$ cat src/rtl/alu_result_pkg.sv
// Shared types and helpers for the ALU result stage: operand size codes,
// the buffered result entry, and the size mask / sign-bit helpers.
package alu_result_pkg;

  localparam int DATA_W_C    = 64;
  localparam int REG_IDX_W_C = 5;

  typedef enum logic [1:0] {
    BYTES_8  = 2'd0,
    BYTES_16 = 2'd1,
    BYTES_32 = 2'd2,
    BYTES_64 = 2'd3
  } arg_size_e;

  typedef struct packed {
    logic [DATA_W_C-1:0]    result;
    logic [REG_IDX_W_C-1:0] dest;
  } result_entry_t;

  function automatic logic [DATA_W_C-1:0] size_mask(input arg_size_e size);
    logic [DATA_W_C-1:0] mask;
    case (size)
      BYTES_8:  mask = 64'h0000_0000_0000_00FF;
      BYTES_16: mask = 64'h0000_0000_0000_FFFF;
      BYTES_32: mask = 64'h0000_0000_FFFF_FFFF;
      default:  mask = 64'hFFFF_FFFF_FFFF_FFFF;
    endcase
    return mask;
  endfunction

  function automatic logic [5:0] size_msb(input arg_size_e size);
    logic [5:0] msb;
    case (size)
      BYTES_8:  msb = 6'd7;
      BYTES_16: msb = 6'd15;
      BYTES_32: msb = 6'd31;
      default:  msb = 6'd63;
    endcase
    return msb;
  endfunction

endpackage

$ cat src/rtl/alu_result_skid.sv
// Two-entry in-order skid buffer for the ALU result stage; head entry is
// presented straight from flops so the outputs stay registered.
module alu_result_skid
  import alu_result_pkg::*;
(
  input  logic          clk,
  input  logic          rst_n,
  input  logic          flush,
  input  logic          push,
  input  result_entry_t push_entry,
  input  logic          pop_ready,
  output logic          in_ready,
  output logic          out_valid,
  output result_entry_t head_entry
);

  result_entry_t e0_q, e0_d, e1_q, e1_d;
  logic [1:0]    cnt_q, cnt_d;
  logic          pop;

  assign pop = (cnt_q != 2'd0) & pop_ready;

  always_comb begin
    e0_d  = e0_q;
    e1_d  = e1_q;
    cnt_d = cnt_q;
    if (flush) begin
      cnt_d = 2'd0;
    end else begin
      case ({push, pop})
        2'b10: begin
          if (cnt_q == 2'd0) e0_d = push_entry;
          else               e1_d = push_entry;
          cnt_d = cnt_q + 2'd1;
        end
        2'b01: begin
          e0_d  = e1_q;
          cnt_d = cnt_q - 2'd1;
        end
        // Push only happens below two entries, so here the count is 1 and stays 1.
        2'b11: e0_d = push_entry;
        default: ;
      endcase
    end
  end

  always_ff @(posedge clk or negedge rst_n) begin
    if (!rst_n) begin
      e0_q  <= '0;
      e1_q  <= '0;
      cnt_q <= 2'd0;
    end else begin
      e0_q  <= e0_d;
      e1_q  <= e1_d;
      cnt_q <= cnt_d;
    end
  end

  assign in_ready   = (cnt_q != 2'd2);
  assign out_valid  = (cnt_q != 2'd0);
  assign head_entry = e0_q;

endmodule

$ cat src/rtl/alu_result_stage.sv
// ALU result stage: size masking, carry/zero/sign flag register and writeback
// handshake. Define ALU_RESULT_SKID_EN for a 2-entry skid buffer.
module alu_result_stage
  import alu_result_pkg::*;
#(
  parameter int DATA_W    = 64,
  parameter int REG_IDX_W = 5
) (
  input  logic                 clk,
  input  logic                 rst_n,
  input  logic                 flush,
  input  logic                 in_valid,
  output logic                 in_ready,
  input  logic [DATA_W-1:0]    in_result,
  input  logic                 in_carry,
  input  logic [1:0]           in_size,
  input  logic [REG_IDX_W-1:0] in_dest,
  input  logic                 in_upd_flags,
  output logic                 out_valid,
  input  logic                 out_ready,
  output logic [DATA_W-1:0]    out_result,
  output logic [REG_IDX_W-1:0] out_dest,
  output logic                 carry_flag,
  output logic                 zero_flag,
  output logic                 sign_flag
);

  arg_size_e         size;
  logic [DATA_W-1:0] masked;
  logic              accept;
  result_entry_t     in_entry, head_entry;
  logic              carry_q, carry_d, zero_q, zero_d, sign_q, sign_d;

  assign size     = arg_size_e'(in_size);
  assign masked   = in_result & size_mask(size);
  // A flush cancels any coincident accept, including its flag write.
  assign accept   = in_valid & in_ready & ~flush;
  assign in_entry = '{result: masked, dest: in_dest};

  always_comb begin
    carry_d = carry_q;
    zero_d  = zero_q;
    sign_d  = sign_q;
    if (accept && in_upd_flags) begin
      carry_d = in_carry;
      zero_d  = (masked == '0);
      sign_d  = masked[size_msb(size)];
    end
  end

  always_ff @(posedge clk or negedge rst_n) begin
    if (!rst_n) begin
      carry_q <= 1'b0;
      zero_q  <= 1'b0;
      sign_q  <= 1'b0;
    end else begin
      carry_q <= carry_d;
      zero_q  <= zero_d;
      sign_q  <= sign_d;
    end
  end

`ifdef ALU_RESULT_SKID_EN
  alu_result_skid u_skid (
    .clk        (clk),
    .rst_n      (rst_n),
    .flush      (flush),
    .push       (accept),
    .push_entry (in_entry),
    .pop_ready  (out_ready),
    .in_ready   (in_ready),
    .out_valid  (out_valid),
    .head_entry (head_entry)
  );
`else
  logic          valid_q, valid_d;
  result_entry_t entry_q, entry_d;

  always_comb begin
    valid_d = valid_q;
    entry_d = entry_q;
    if (flush) begin
      valid_d = 1'b0;
    end else if (accept) begin
      valid_d = 1'b1;
      entry_d = in_entry;
    end else if (valid_q && out_ready) begin
      valid_d = 1'b0;
    end
  end

  always_ff @(posedge clk or negedge rst_n) begin
    if (!rst_n) begin
      valid_q <= 1'b0;
      entry_q <= '0;
    end else begin
      valid_q <= valid_d;
      entry_q <= entry_d;
    end
  end

  assign in_ready   = ~valid_q;
  assign out_valid  = valid_q;
  assign head_entry = entry_q;
`endif

  assign out_result = head_entry.result;
  assign out_dest   = head_entry.dest;
  assign carry_flag = carry_q;
  assign zero_flag  = zero_q;
  assign sign_flag  = sign_q;

endmodule

$ cat config.mk
export PLATFORM = sky130hd
export DESIGN_NAME = alu_result_stage
export DESIGN_NICKNAME = d
export VERILOG_FILES = /design/src/rtl/alu_result_pkg.sv /design/src/rtl/alu_result_skid.sv /design/src/rtl/alu_result_stage.sv
export SDC_FILE = /design/constraint.sdc
export NUM_CORES = 1
export LEC_CHECK = 0
export CORE_MARGIN = 2
export CORE_UTILIZATION = 44
export CTS_CLUSTER_SIZE = 40
export DETAILED_ROUTE_END_ITERATION = 8
export PLACE_DENSITY = 0.86
export SYNTH_ARGS = -nofsm -noshare
export SYNTH_HDL_FRONTEND = slang
export SYNTH_SLANG_ARGS = --single-unit
$ cat constraint.sdc
create_clock -name clk -period 2.16 [get_ports clk]
set_input_delay 0.324 -clock clk [delete_from_list [all_inputs] [get_ports clk]]
set_output_delay 0.324 -clock clk [all_outputs]
set_load 0.03 [all_outputs]
==> flow_metrics.env, run 1 <==
export IMPL_final_common_cell="nand2_1"
export IMPL_cp_num_buf_inv=2
export IMPL_syn_nets=419
export IMPL_fin_nets=569
export IMPL_grt_pass1_wl_mm=14.2
export IMPL_postCtsSetupBuffers=0
export IMPL_cts_buffer_depth=2
export IMPL_p_leak_nw=2.35
export IMPL_hold_path_class="input pin to async pin"
export IMPL_reg2regPathDepth=4
export IMPL_cp_depth=2
export IMPL_grt_overflow_total=0
export IMPL_synth_flop_cell="dfrtp_1"
export IMPL_cp_slowest_cell="clkdlybuf4s50_1"
export IMPL_final_cell_mix="nand2_1 (152), clkdlybuf4s50_1 (150), dfrtp_1 (73)"
export IMPL_crit_type="register to output pin"
export IMPL_use_met1=0.311
export IMPL_path_cells="inv_1, clkdlybuf4s50_1"
export IMPL_drcViolationCount=0
export IMPL_r2r_end="zero_flag"
export IMPL_gr_usage_met3=0.0622
export IMPL_hold_viol_final=0
export IMPL_max_stage_delay_ps=680
export IMPL_grt_usage=0.239
export IMPL_pin_count=152
export IMPL_synth_area_leaders="dfrtp_1 (59%), nand2_1 (18%), nand3_1 (9.4%)"
export IMPL_vias=3004
export IMPL_top_usage_layer="met2"
export IMPL_rows=30
export IMPL_synth_top_area_share=0.590
export IMPL_initial_core_util=0.456
export IMPL_clkTransAtPathRegs_ps=80
export IMPL_hpwl_mm=6.60
export IMPL_grt_max_degree=70
export IMPL_synth_edf_count=0
export IMPL_postSynth_asyncResetShare=1.00
export IMPL_yosys_area_top_type="dfrtp_1"
export IMPL_antenna_found_initial=0
export IMPL_crit_arrival_ps=1570
export IMPL_root_buffer="clkbuf_8"
export IMPL_cts_resized=0
export IMPL_clock_latency_ps=340
export IMPL_cp_required_ps=1840
export IMPL_worst_pin_slew_ps=430
export IMPL_critical_path_top_delay_family="buffers and inverters"
export IMPL_ys_ff_latch=73
export IMPL_layout_min_cycle_time_ps=1900
export IMPL_viasPerCell=5.07
export IMPL_p_total_mw=3.92
export IMPL_max_slew_margin_rel=0.713
export IMPL_multi_input_area_mm2=0.00115
export IMPL_cts_tree="built"
export IMPL_synth_cell_types=27
export IMPL_place_congestion=0.763
export IMPL_synth_area_per_cell_um2=9.08
export IMPL_setup_violations_final=0
export IMPL_slew_violations=0
export IMPL_status="finished, final reports clean"
export IMPL_register_area_mm2=0.00183
export IMPL_crit_path_start="out_valid"
export IMPL_rrSetupSlack_ps=780
export IMPL_grt_use_met2=0.391
export IMPL_crit_end="in_ready"
export IMPL_power_per_cell_area_mw_per_mm2=793
export IMPL_seq_area_frac_synth=0.590
export IMPL_wl_per_cell_um=15.2
export IMPL_yosysWarnings=0
export IMPL_vdd_drop_max_v=0.000437
export IMPL_drt_initial_drc_count=138
export IMPL_dr_pass1_iters=6
export IMPL_numCtsBuffers=9
export IMPL_fin_crit_sh=0.878
export IMPL_layout_area_overhead_vs_synth_pct=59.6
export IMPL_cp_start_kind="register"
export IMPL_r2r_start="out_valid"
export IMPL_die_w_um=87.9
export IMPL_tns_ps=0
export IMPL_cp_max_fo=5
export IMPL_routed_wirelength_mm=9.02
export IMPL_drtAntennaViolNets=0
export IMPL_clock_sinks=73
export IMPL_rsz0062_at_grt="false"
export IMPL_fillers=499
export IMPL_htree_levels=3
export IMPL_die_area_mm2=0.00772
export IMPL_cp_end_kind="output pin"
export IMPL_final_layout_size_suffix_gt1_frac=0.0786
export IMPL_core_area_mm2=0.00679
export IMPL_cts_hold_buf=1
export IMPL_drv_cap=0
export IMPL_fp_dieH_um=87.9
export IMPL_grt_pass1_vias=2920
export IMPL_synth_area_mm2=0.00310
export IMPL_io_buffer_count=151
export IMPL_fmax_mhz=528
export IMPL_fin_skew_ps=3.71
export IMPL_synthCells=341
export IMPL_n_antenna_cell=0
[cells by family (layout without fill, tap and decap cells)]
| group | Yosys count | count (layout) | share of synthesized area |
|---|---|---|---|
| AND/OR/NAND/NOR | 234 | 234 | 0.332 |
| flip-flops | 73 | 73 | 0.590 |
| buffers and inverters | 24 | 179 | 0.0396 |
| AO/OA/AOI/OAI | 7 | 7 | 0.0238 |
| multiplexers | 3 | 3 | 0.0145 |
[synthesized netlist by cell type, drive strengths merged (2+ instances only)]
master / n
a221oi: 2
nand3: 58
buf: 5
mux2: 2
dfrtp: 73
clkbuf: 16
nand2: 153
inv: 3
nand4: 2
nor2: 2
nor4: 12
or3: 2
[how the worst min path moves through the flow]
stage,cells past startpoint,end,slack (ps),start
after floorplan,0,carry_flag,30,rst_n
after global placement,1,out_dest[0],280,rst_n
after detailed placement,1,out_dest[0],290,rst_n
after CTS,2,out_dest[0],470,rst_n
after global routing,2,out_result[61],490,out_result[61]
final,2,out_dest[0],460,rst_n
[routing by layer]
| layer | wire [um] | share of wire | vias to the layer above |
|---|---|---|---|
| met5 | 0 | 0 | - |
| li1 | - | - | 1436 |
| met3 | 709 | 0.079 | 11 |
| met2 | 4340 | 0.48 | 119 |
| met4 | 121 | 0.013 | 0 |
| met1 | 3850 | 0.43 | 1438 |
[registers in the layout, indices dropped and copies added (netlist names)]
register / flops
zero_flag: 1
out_dest: 5
sign_flag: 1
out_valid: 1
carry_flag: 1
out_result: 64
[report_power, final]
part / switching [mW] / total, mW / internal (mW)
Clock: 0.502 / 1.13 / 0.626
Combinational: 0.661 / 1.17 / 0.506
Sequential: 0.0885 / 1.62 / 1.53
[per-stage QoR]
stage	hold slack [ps]	util	setup WS (ps)	std cells	area (um^2)
6_report	456	0.727	264	592	4940
5_1_grt	490	0.727	205	592	4940
4_1_cts	466	0.727	248	592	4940
3_5_place_dp	295	0.694	137	575	4720
3_3_place_gp	282	0.694	143	575	4720
2_1_floorplan	28.4	-	554	341	3100
[final cells by class]
type	instances	share of cell area
Timing Repair Buffer	160	0.327
Multi-Input combinational cell	244	0.233
Clock inverter	4	0.0101
Inverter	3	0.00228
Clock buffer	12	0.0334
Tap cell	96	0.0243
Sequential cell	73	0.370
No activity file was read; power rests on OpenSTA's default activity.
==> run 2: changes to the inputs <==
Settings changed: TNS_END_PERCENT set to 50.
==> results of run 2 <==
Final layout, timing and power as in run 1 (identical DEF).
==> run 3: changes to the inputs <==
Settings changed: CAP_MARGIN set to 20, SLEW_MARGIN set to 20.
==> results of run 3 <==
Final layout, timing and power as in run 1 (identical DEF).
